[src/rtl/ulpi_phy_resp_pkg.sv]
// ---------------------------------------------------------------------------
// ulpi_phy_resp_pkg
// Shared definitions for the PHY-side ULPI responder:
//   - FSM state enumeration
//   - TX CMD codes carried in bus bits [7:6]
//   - immediate register addresses, register-file indexing and reset values
// ---------------------------------------------------------------------------
package ulpi_phy_resp_pkg;

   typedef enum logic [3:0] {
      ULPI_PHY_STATE_STARTUP,
      ULPI_PHY_STATE_IDLE,
      ULPI_PHY_STATE_WR_CMD,
      ULPI_PHY_STATE_WR_DATA,
      ULPI_PHY_STATE_WR_STP,
      ULPI_PHY_STATE_RD_CMD,
      ULPI_PHY_STATE_RD_TURN,
      ULPI_PHY_STATE_RD_DATA,
      ULPI_PHY_STATE_TX,
      ULPI_PHY_STATE_RX_TURN,
      ULPI_PHY_STATE_RX_DATA,
      ULPI_PHY_STATE_TURN_BACK
   } ulpi_phy_state_t;

   // TX CMD code in i_data[7:6]
   localparam logic [1:0] TXCMD_NONE = 2'b00;
   localparam logic [1:0] TXCMD_XMIT = 2'b01;
   localparam logic [1:0] TXCMD_REGW = 2'b10;
   localparam logic [1:0] TXCMD_REGR = 2'b11;

   // Register addresses
   localparam logic [5:0] ADDR_VID_LO     = 6'h00;
   localparam logic [5:0] ADDR_VID_HI     = 6'h01;
   localparam logic [5:0] ADDR_PID_LO     = 6'h02;
   localparam logic [5:0] ADDR_PID_HI     = 6'h03;
   localparam logic [5:0] ADDR_FUNC_CTRL  = 6'h04;
   localparam logic [5:0] ADDR_IFACE_CTRL = 6'h07;
   localparam logic [5:0] ADDR_OTG_CTRL   = 6'h0A;
   localparam logic [5:0] ADDR_RISE_IE    = 6'h0D;
   localparam logic [5:0] ADDR_FALL_IE    = 6'h10;
   localparam logic [5:0] ADDR_SCRATCH    = 6'h16;
   localparam logic [5:0] ADDR_EXT        = 6'h2F;

   // Writable registers, each occupying base / base+1 (OR) / base+2 (AND-NOT)
   localparam int NUM_REGS     = 6;
   localparam int FUNC_IDX     = 0;
   localparam int SOFT_RST_BIT = 5;

   function automatic logic [5:0] reg_base(input int idx);
      case (idx)
         0:       return ADDR_FUNC_CTRL;
         1:       return ADDR_IFACE_CTRL;
         2:       return ADDR_OTG_CTRL;
         3:       return ADDR_RISE_IE;
         4:       return ADDR_FALL_IE;
         default: return ADDR_SCRATCH;
      endcase
   endfunction

   function automatic logic [7:0] reg_reset(input int idx);
      case (idx)
         0:       return 8'h41;
         1:       return 8'h00;
         2:       return 8'h06;
         3:       return 8'h1F;
         4:       return 8'h1F;
         default: return 8'h00;
      endcase
   endfunction

endpackage

[src/rtl/ulpi_phy_regs.sv]
// ---------------------------------------------------------------------------
// ulpi_phy_regs
// ULPI immediate register file with set/clear aliases and read-only IDs.
//   clk, rst_n : clock, asynchronous active-low reset
//   wr_en      : commit pulse for the write of wdata to addr
//   addr       : 6-bit immediate register address
//   wdata      : write data
//   rdata      : combinational read of addr (aliases read the base value)
//   soft_rst   : high during the commit cycle of a write that leaves
//                func ctrl bit5 set; the PHY FSM restarts on that edge
// ---------------------------------------------------------------------------
module ulpi_phy_regs
   import ulpi_phy_resp_pkg::*;
#(
   parameter logic [15:0] VENDOR_ID  = 16'h0424,
   parameter logic [15:0] PRODUCT_ID = 16'h0009
) (
   input  logic       clk,
   input  logic       rst_n,
   input  logic       wr_en,
   input  logic [5:0] addr,
   input  logic [7:0] wdata,
   output logic [7:0] rdata,
   output logic       soft_rst
);

   logic [7:0] regs     [NUM_REGS];
   logic [7:0] regs_nxt [NUM_REGS];

   always_comb begin
      for (int i = 0; i < NUM_REGS; i++) begin
         regs_nxt[i] = regs[i];
         if (wr_en) begin
            if (addr == reg_base(i))
               regs_nxt[i] = wdata;
            else if (addr == reg_base(i) + 6'd1)
               regs_nxt[i] = regs[i] | wdata;
            else if (addr == reg_base(i) + 6'd2)
               regs_nxt[i] = regs[i] & ~wdata;
         end
      end
   end

   // Soft reset is decided from the post-write value so the FSM can react
   // on the very edge that commits the write.
   assign soft_rst = wr_en & regs_nxt[FUNC_IDX][SOFT_RST_BIT];

   always_ff @(posedge clk or negedge rst_n) begin
      if (!rst_n) begin
         for (int i = 0; i < NUM_REGS; i++)
            regs[i] <= reg_reset(i);
      end else if (soft_rst) begin
         // func ctrl keeps the written value with the reset bit self-cleared
         for (int i = 0; i < NUM_REGS; i++) begin
            if (i == FUNC_IDX)
               regs[i] <= regs_nxt[i] & ~(8'h01 << SOFT_RST_BIT);
            else
               regs[i] <= reg_reset(i);
         end
      end else begin
         for (int i = 0; i < NUM_REGS; i++)
            regs[i] <= regs_nxt[i];
      end
   end

   always_comb begin
      rdata = 8'h00;
      case (addr)
         ADDR_VID_LO: rdata = VENDOR_ID[7:0];
         ADDR_VID_HI: rdata = VENDOR_ID[15:8];
         ADDR_PID_LO: rdata = PRODUCT_ID[7:0];
         ADDR_PID_HI: rdata = PRODUCT_ID[15:8];
         default: begin
            for (int i = 0; i < NUM_REGS; i++) begin
               if (addr >= reg_base(i) && addr <= reg_base(i) + 6'd2)
                  rdata = regs[i];
            end
         end
      endcase
   end

endmodule

[src/rtl/ulpi_phy_resp.sv]
// ---------------------------------------------------------------------------
// ulpi_phy_resp
// PHY-side ULPI responder used as a closed-loop partner for a ULPI link.
// Runs the post-reset startup with dir held high, answers register
// write/read and transmit TX CMDs, and sends RX CMD bytes on line-state
// changes.
//   i_clk, i_rst_n : 60 MHz clock, asynchronous active-low reset
//   i_stp, i_data  : stp and bus value from the link
//   o_dir, o_nxt   : bus direction (1 = PHY drives) and nxt
//   o_data, o_data_oe : PHY bus value and its output enable
//   i_line_state   : {D-,D+}
//   o_tx_cnt       : bytes sunk in the last transmit packet
// ---------------------------------------------------------------------------
module ulpi_phy_resp
   import ulpi_phy_resp_pkg::*;
#(
   parameter logic [15:0] VENDOR_ID      = 16'h0424,
   parameter logic [15:0] PRODUCT_ID     = 16'h0009,
   parameter int unsigned STARTUP_CYCLES = 8
) (
   input  logic        i_clk,
   input  logic        i_rst_n,
   input  logic        i_stp,
   input  logic [7:0]  i_data,
   output logic        o_dir,
   output logic        o_nxt,
   output logic [7:0]  o_data,
   output logic        o_data_oe,
   input  logic [1:0]  i_line_state,
   output logic [15:0] o_tx_cnt
);

   localparam logic [15:0] STARTUP_LAST = 16'(STARTUP_CYCLES - 1);

   ulpi_phy_state_t state;
   logic [15:0]     startup_cnt;
   logic [15:0]     tx_acc;
   logic            wr_late;
   logic [1:0]      last_ls;
   logic            ls_valid;
   logic [5:0]      addr_q;
   logic [7:0]      wdata_q;
   logic [7:0]      rdata;
   logic            soft_rst;
   logic            wr_en;

   // A write commits only when stp arrives on the first WR_STP edge.
   assign wr_en = (state == ULPI_PHY_STATE_WR_STP) && i_stp && !wr_late;

   ulpi_phy_regs #(
      .VENDOR_ID  (VENDOR_ID),
      .PRODUCT_ID (PRODUCT_ID)
   ) u_regs (
      .clk      (i_clk),
      .rst_n    (i_rst_n),
      .wr_en    (wr_en),
      .addr     (addr_q),
      .wdata    (wdata_q),
      .rdata    (rdata),
      .soft_rst (soft_rst)
   );

   // Command address and write data capture (no reset needed)
   always_ff @(posedge i_clk) begin
      if (state == ULPI_PHY_STATE_IDLE)
         addr_q <= i_data[5:0];
      if (state == ULPI_PHY_STATE_WR_DATA)
         wdata_q <= i_data;
   end

   // Bus FSM with registered outputs
   always_ff @(posedge i_clk or negedge i_rst_n) begin
      if (!i_rst_n) begin
         state       <= ULPI_PHY_STATE_STARTUP;
         o_dir       <= 1'b1;
         o_nxt       <= 1'b0;
         o_data      <= 8'h00;
         o_data_oe   <= 1'b0;
         o_tx_cnt    <= 16'h0000;
         startup_cnt <= 16'h0000;
         tx_acc      <= 16'h0000;
         wr_late     <= 1'b0;
         last_ls     <= 2'b00;
         ls_valid    <= 1'b0;
      end else begin
         // Reference line state is taken on the first edge after release.
         if (!ls_valid) begin
            last_ls  <= i_line_state;
            ls_valid <= 1'b1;
         end

         case (state)
            ULPI_PHY_STATE_STARTUP: begin
               o_nxt     <= 1'b0;
               o_data_oe <= 1'b0;
               if (startup_cnt == STARTUP_LAST) begin
                  o_dir       <= 1'b0;
                  startup_cnt <= 16'h0000;
                  state       <= ULPI_PHY_STATE_TURN_BACK;
               end else begin
                  o_dir       <= 1'b1;
                  startup_cnt <= startup_cnt + 16'd1;
               end
            end

            ULPI_PHY_STATE_TURN_BACK: begin
               o_dir     <= 1'b0;
               o_nxt     <= 1'b0;
               o_data_oe <= 1'b0;
               o_data    <= 8'h00;
               state     <= ULPI_PHY_STATE_IDLE;
            end

            ULPI_PHY_STATE_IDLE: begin
               o_dir     <= 1'b0;
               o_nxt     <= 1'b0;
               o_data_oe <= 1'b0;
               o_data    <= 8'h00;
               case (i_data[7:6])
                  TXCMD_REGW: begin
                     if (i_data[5:0] != ADDR_EXT) begin
                        o_nxt <= 1'b1;
                        state <= ULPI_PHY_STATE_WR_CMD;
                     end
                  end
                  TXCMD_REGR: begin
                     if (i_data[5:0] != ADDR_EXT) begin
                        o_nxt <= 1'b1;
                        state <= ULPI_PHY_STATE_RD_CMD;
                     end
                  end
                  TXCMD_XMIT: begin
                     o_nxt  <= 1'b1;
                     tx_acc <= 16'h0000;
                     state  <= ULPI_PHY_STATE_TX;
                  end
                  default: begin
                     // Link command outranks an RX CMD; report only on a quiet bus.
                     if (i_data == 8'h00 && ls_valid && i_line_state != last_ls) begin
                        o_dir <= 1'b1;
                        state <= ULPI_PHY_STATE_RX_TURN;
                     end
                  end
               endcase
            end

            ULPI_PHY_STATE_WR_CMD: begin
               o_nxt <= 1'b1;
               state <= ULPI_PHY_STATE_WR_DATA;
            end

            ULPI_PHY_STATE_WR_DATA: begin
               o_nxt   <= 1'b0;
               wr_late <= 1'b0;
               state   <= ULPI_PHY_STATE_WR_STP;
            end

            ULPI_PHY_STATE_WR_STP: begin
               if (i_stp) begin
                  wr_late <= 1'b0;
                  if (soft_rst) begin
                     o_dir       <= 1'b1;
                     startup_cnt <= 16'h0000;
                     state       <= ULPI_PHY_STATE_STARTUP;
                  end else begin
                     state <= ULPI_PHY_STATE_IDLE;
                  end
               end else begin
                  // Late stp: the write is abandoned once stp finally shows.
                  wr_late <= 1'b1;
               end
            end

            ULPI_PHY_STATE_RD_CMD: begin
               o_nxt     <= 1'b0;
               o_dir     <= 1'b1;
               o_data_oe <= 1'b0;
               state     <= ULPI_PHY_STATE_RD_TURN;
            end

            ULPI_PHY_STATE_RD_TURN: begin
               o_data_oe <= 1'b1;
               o_data    <= rdata;
               state     <= ULPI_PHY_STATE_RD_DATA;
            end

            ULPI_PHY_STATE_RD_DATA: begin
               o_dir     <= 1'b0;
               o_data_oe <= 1'b0;
               o_data    <= 8'h00;
               state     <= ULPI_PHY_STATE_TURN_BACK;
            end

            ULPI_PHY_STATE_TX: begin
               if (i_stp) begin
                  o_tx_cnt <= tx_acc;
                  o_nxt    <= 1'b0;
                  state    <= ULPI_PHY_STATE_IDLE;
               end else if (tx_acc != 16'hFFFF) begin
                  tx_acc <= tx_acc + 16'd1;
               end
            end

            ULPI_PHY_STATE_RX_TURN: begin
               o_data_oe <= 1'b1;
               o_data    <= {6'b000000, i_line_state};
               last_ls   <= i_line_state;
               state     <= ULPI_PHY_STATE_RX_DATA;
            end

            ULPI_PHY_STATE_RX_DATA: begin
               o_dir     <= 1'b0;
               o_data_oe <= 1'b0;
               o_data    <= 8'h00;
               state     <= ULPI_PHY_STATE_TURN_BACK;
            end

            default: state <= ULPI_PHY_STATE_IDLE;
         endcase
      end
   end

endmodule

[config.mk]
export PLATFORM = sky130hd
export DESIGN_NAME = ulpi_phy_resp
export DESIGN_NICKNAME = d
export VERILOG_FILES = /design/src/rtl/ulpi_phy_resp_pkg.sv /design/src/rtl/ulpi_phy_regs.sv /design/src/rtl/ulpi_phy_resp.sv
export SDC_FILE = /design/constraint.sdc
export NUM_CORES = 1
export LEC_CHECK = 0
export ABC_AREA = 1
export CAP_MARGIN = 40
export CORE_MARGIN = 2
export CORE_UTILIZATION = 45
export DETAILED_ROUTE_END_ITERATION = 6
export SLEW_MARGIN = 20
export SYNTH_ARGS = -nofsm -noshare
export SYNTH_HDL_FRONTEND = slang
export SYNTH_SLANG_ARGS = --single-unit
[constraint.sdc]
create_clock -name i_clk -period 2.09 [get_ports i_clk]
set_input_delay 0.418 -clock i_clk [delete_from_list [all_inputs] [get_ports i_clk]]
set_output_delay 0.418 -clock i_clk [all_outputs]
set_load 0.02 [all_outputs]
==> impl_metrics.ini <==
[run]
cap_viol_max_count = 0

[power]
power_density_mw_per_mm2 = 1100
ir_drop_v = 0.000725
total_power_uw = 9900
p_leak_uw = 0.00420

[yosys]
synth-seq-area-share_pct = 44.8
yosysTopAreaCell = dfrtp_1
synthesis.nets = 1019
synthCells = 998
synth_area_per_cell_sq_um = 7.41
async_reset_ff_share_pct = 89.1
yosys_warnings = 0
synth_top_area_share_pct = 33.8
syn_area_sq_mm = 0.00740
synth.area.top_cells = dfrtp_1, nand2_1, inv_1
synth_edf_count = 14
ys_ff_latch = 129
synth.most_common_cell = nand2_1
ys_types = 47
netlist_top_cells_count = nand2_1, inv_1, dfrtp_1
ys.flop_type = dfrtp_1

[place]
dpl.hpwl_microns = 14500
dp_cells = 1275
place_area_sq_mm = 0.00834
gp_congestion = 0.873
portBuffers = 39

[final_layout]
fin_area_sq_mm = 0.00898
fin_cells = 1312
antennaDiodeCount = 0
drive_above_1_share_pct = 12.3
nFillCells = 1522
num-nets-final = 1104
utilization_pct = 56.1
area.growth.synth_to_final_pct = 21.4

[global_routing]
grt_pass1_vias = 6448
grt_max_degree = 50
grt_remaining_overflow = 0
grt_usage_pct = 23.7
antenna_found_initial = 0
grt_first_pass_wirelength_microns = 32900

[timing]
hold_violations = 0
setup_viol = 0
skew_ps = 7.22
slew_violations = 0
slew_headroom_pct = 65.8
layout_min_cycle_time_ps = 1990
fmax_mhz = 502
max_slew.worst_pin.slew_ps = 513
fin_crit_sh_pct = 95.3
rsz0062_at_grt = yes

[route]
drtIter0Drc = 497
postRouteAntennaNets = 0
wire_per_inst_microns = 15.2
wl_microns = 19900
vias_per_cell = 5.26
vias = 6901
drtPass1Iterations = 5
drc = 0

[critical_path]
crit_path_max_incr_delay_ps = 600
crit_type = reg -> out
critPathSlowestCell = clkdlybuf4s50_1
cp-startpoint = o_dir
cpLargestDelayFamily = buffers and inverters
reg2reg_from = addr_q[2]
path_cells = clkdlybuf4s50_1
start_kind = flip-flop
end_kind = output port
critPathMaxFanout = 2
path_buf_inv = 1
cp_data_arrival_time_ps = 1570
worstPathRequired_ps = 1670

[die]
dieArea_sq_mm = 0.0175
ios = 40
die_w_microns = 132
die_h_microns = 132
core_area_sq_mm = 0.0160
rows = 46
start_util_pct = 46.2

[clock_network]
insertion_delay_ps = 430
cts_buffers = 17
clock_sinks = 129
cts_tree = built
cts_root_buf = clkbuf_16
cts.clk_slew.worst_paths_ps = 60
clock_path_buffers = 2
cts.htree.levels = 4

[min_path]
hold_path_class = reg -> reg
hp-start = u_regs.regs[25]

[run_status]
outcome = completed
==> final cells by class <==
| cell class | instances | area, sq um | share of cell area [%] |
|---|---|---|---|
| Timing Repair Buffer | 91 | 843 | 9.39 |
| Inverter | 127 | 477 | 5.31 |
| Sequential cell | 129 | 3320 | 36.9 |
| Clock inverter | 13 | 125 | 1.39 |
| Clock buffer | 19 | 454 | 5.06 |
| Multi-Input combinational cell | 717 | 3490 | 38.9 |
| Tap cell | 216 | 270 | 3.01 |
==> worst paths after layout <==
path                              endpoint  slack [ps]  cells past startpoint
setup / recovery                     o_dir         100                      1
hold / removal             u_regs.regs[25]         460                      2
setup reg to reg           startup_cnt[12]         130                     12
hold reg to reg            u_regs.regs[25]         460                      2
max in group asynchronous   u_regs.regs[9]         980                      3
min in group asynchronous      o_tx_cnt[8]         470                      2
==> flip-flops by register name, indices dropped and copies added (netlist names) <==
signal	cells
wr_late	1
ls_valid	1
o_tx_cnt	16
last_ls	2
tx_acc	16
startup_cnt	16
state	4
u_regs.regs	48
wdata_q	8
addr_q	6
o_data	8
o_nxt	1
o_data_oe	1
o_dir	1
==> through the flow <==
step                      TNS (ps)  worst slack (ps)  hold slack, ps
after global routing         -75.1             -43.7             494
after floorplan                  0               228             122
after global placement           0              77.3             371
after CTS                        0              72.5             463
after detailed placement     -11.4             -11.4             370
final                            0              98.9             461
==> where the power goes <==
part,internal (uW),switching (uW)
registers,3070,353
clock network,1720,1200
logic,1340,2210
total,6140,3770
==> timing repair <==
item | in CTS | in global routing
hold buffers | 1 | 0
setup endpoints to repair | 0 | 13
endpoints found under the hold margin | 25 | 0
resized for setup | 0 | 5
setup buffers | 0 | 4
==> per-layer routing <==
layer | global-route usage, % | up-vias | share of wire, %
met5 | 0 | - | 0
met4 | 9.62 | 0 | 2.7
met3 | 4.50 | 35 | 4.6
met2 | 37.4 | 163 | 47
met1 | 32.2 | 3223 | 46
li1 | - | 3480 | -
==> worst min-delay path, delay by kind of cell (launching register included) <==
kind / cells / cell delay (ps)
DFF: 1 / 370
and+or+nand+nor: 2 / 90
==> placed cells by master (no fill, tap or decap), types with 7 or more instances in the layout <==
cell / n
clkbuf_16: 18
edfxtp_1: 14
nand2_2: 7
o22ai_1: 20
nor2_1: 82
ha_1: 8
a21oi_1: 61
nand4_1: 23
dfrtp_1: 100
nand2_1: 268
nand3_1: 73
inv_1: 116
o21ai_1: 28
o21ai_0: 59
xor2_1: 9
o31ai_1: 12
buf_4: 47
inv_2: 9
clkdlybuf4s50_1: 38
dfstp_2: 15
nor3_1: 21
==> cell families (layout without fill, tap and decap cells) <==
group,Yosys count,count (layout),synth area share [%]
and+or+nand+nor,500,500,29.2
AOI/OAI and AO/OA,198,198,15.1
buffers and inverters,152,250,8.30
DFF,129,129,44.8
xor gates and xnor gates,10,10,1.18
adders and majority gates,8,8,1.35
other,1,1,0.0507
(Power assumes the default switching activity.)
==> patch, RTL diff (same settings) <==
Register the output `o_tx_cnt` once more, cleared by the reset; this adds one clock of latency there. The other outputs are not delayed to match.
--- a/src/rtl/ulpi_phy_resp.sv
+++ b/src/rtl/ulpi_phy_resp.sv
@@ -33,4 +33,6 @@
    localparam logic [15:0] STARTUP_LAST = 16'(STARTUP_CYCLES - 1);
 
+   logic [15:0] o_tx_cnt_s0;
+
    ulpi_phy_state_t state;
    logic [15:0]     startup_cnt;
@@ -77,5 +79,5 @@
          o_data      <= 8'h00;
          o_data_oe   <= 1'b0;
-         o_tx_cnt    <= 16'h0000;
+         o_tx_cnt_s0 <= 16'h0000;
          startup_cnt <= 16'h0000;
          tx_acc      <= 16'h0000;
@@ -194,5 +196,5 @@
             ULPI_PHY_STATE_TX: begin
                if (i_stp) begin
-                  o_tx_cnt <= tx_acc;
+                  o_tx_cnt_s0 <= tx_acc;
                   o_nxt    <= 1'b0;
                   state    <= ULPI_PHY_STATE_IDLE;
@@ -221,4 +223,12 @@
    end
 
+   always_ff @(posedge i_clk or negedge i_rst_n) begin
+      if (!i_rst_n) begin
+         o_tx_cnt <= '0;
+      end else begin
+         o_tx_cnt <= o_tx_cnt_s0;
+      end
+   end
+
 endmodule
 
Behaviour: same outputs for any inputs over 10 cycles, from zero or initial values and one cycle with i_rst_n low; that may be too few to reach the edited logic, so the function may still have changed.
==> patch against the unedited design <==
  * Synthesized cell count down 1.3%
  * Critical path depth stayed put
  * Final area up 4.2%
  * Wire length is 3.5% higher
  * Global-route usage increased by 0.24 points
  * Non-clock buffer count is 4 lower
  * Area after synthesis rose by 4.4%
  * Setup slack better by 0.016 ns
  * Sequential cell count is 16 higher
  * Maximum frequency is 0.79% higher
  * Count of clock-buffer cells in the layout stayed put
  * Clock skew rose by 0.0035 ns
  * Critical path type unchanged
  * Largest cell class is now sequential cells
  * Highest routed layer unchanged
Power is not compared: it rests on default switching activity, and its combinational part moved more than twofold at a synthesized area within 25%.
==> patch: results <==
run_status:
  outcome: "complete, no violations"
worst_hold_path:
  hold_path.class: "flip-flop to flip-flop"
  min_from: "o_tx_cnt_s0[0]"
route:
  dr_wl_met3_um: 1060
  drt-initial-drc-count: 523
  drtPass1Iterations: 7
  drt-met1-wl_um: 9820
  avgRoutedWirePerCell_um: 15.8
  dr_total_vias: 6866
  wl_met2_um: 9290
sta:
  tns_ns: 0
  tightest_slew_ns: 0.702
  clock_skew_ns: 0.0107
worst_setup_path:
  reg2regPathDepth: 10
  crit_arrival_ns: 1.56
  cp_slowest_stage_delay_ns: 0.60
  crit_buf_inv: 1
  reg2reg_to: "o_data[0]"
pwr:
  seq_power_uw: 2890
  p_clk_uw: 3140
  vdd_drop_max_mv: 0.590
  p_sw_frac: 0.223
synth:
  synth_edf_count: 14
  synth_mux_area_frac: 0.00146
  synthArstFlopShare: 0.903
  synth_fa_ha_area_frac: 0.0130
  seq_area_frac_synth: 0.481
  synth-compound-area-share: 0.134
  synth_top_cells_by_area: "dfrtp_1, nand2_1, edfxtp_1, dfstp_2, inv_1"
  synthTopCellsByCount: "nand2_1, dfrtp_1, inv_1"
  synth_xor_area_frac: 0.0113
  synth_nets: 1006
  yosysUniqueCellTypes: 42
layout:
  largest_register: "u_regs.regs"
  nNetsFinal: 1091
  fillers: 1552
  drive_above_1_share: 0.130
  largest_register_ff_count: 48
placement:
  dp_hpwl_um: 14900
  finalWeightedCongestion: 0.944
global_routing:
  grt_usage: 0.239
  met3_usage: 0.0447
  use_met2: 0.355
  grtUsageMet1: 0.354
  grt_first_pass_wirelength_um: 33900
  grt_max_degree: 48
  grt_pass1_vias: 6439
clock_tree:
  cts_buffers: 17
  worst_skew_pair.late_latency_ns: 0.43
  cts-root-buf: "clkbuf_16"
-- patch: changes by cell type after synthesis, moves of 7 or more --
| cell | before | now |
|---|---|---|
| inv_1 | 116 | 103 |
| o21ai_0 | 59 | 77 |
| dfrtp_1 | 100 | 116 |
| nand2_1 | 268 | 276 |
| nor2_1 | 83 | 72 |
| o211ai_1 | 0 | 7 |
| o22ai_1 | 20 | 11 |
| o21ai_1 | 28 | 4 |
-- patch: layout make-up --
class,count,share of cell area
clock buffers,19,0.0496
clock inverters,13,0.0161
inverters,115,0.0472
multi-input cells,704,0.373
flip-flops and latches,145,0.397
well taps,220,0.0294
repair buffers,87,0.0873
-- patch: logic make-up (layout without fill, tap and decap cells) --
group | count (synthesis) | after routing
AOI/OAI and AO/OA | 184 | 184
xor gates and xnor gates | 10 | 10
adders and majority gates | 8 | 8
buffers and inverters | 136 | 234
DFF | 145 | 145
muxes | 1 | 1
other | 1 | 1
and+or+nand+nor | 500 | 500
-- patch: worst min path at each step --
stage                   endpoint  slack [ns]  depth (start not counted)
floorplan             last_ls[0]        0.12                          0
global placement     o_tx_cnt[0]        0.36                          0
detailed placement  o_tx_cnt[13]        0.36                          0
CTS                  o_tx_cnt[0]        0.38                          0
global route        o_tx_cnt[14]        0.39                          0
finish               o_tx_cnt[0]        0.38                          0
-- patch: stage by stage --
stage           util  cell area (um2)  instances  worst slack (ns)
3_3_place_gp   0.518             8660       1267           -0.0130
4_1_cts        0.556             9280       1300            0.0624
5_1_grt        0.560             9350       1303          -0.00486
2_1_floorplan      -             7720        985             0.113
6_report       0.560             9350       1303             0.115
3_5_place_dp   0.518             8660       1267           -0.0490
-- patch: repair_timing --
item	4_1_cts	5_1_grt
hold endpoints to repair	38	0
resized for setup	0	15
hold buffers	1	0
endpoints found under the setup margin	0	41
buffers inserted	0	3
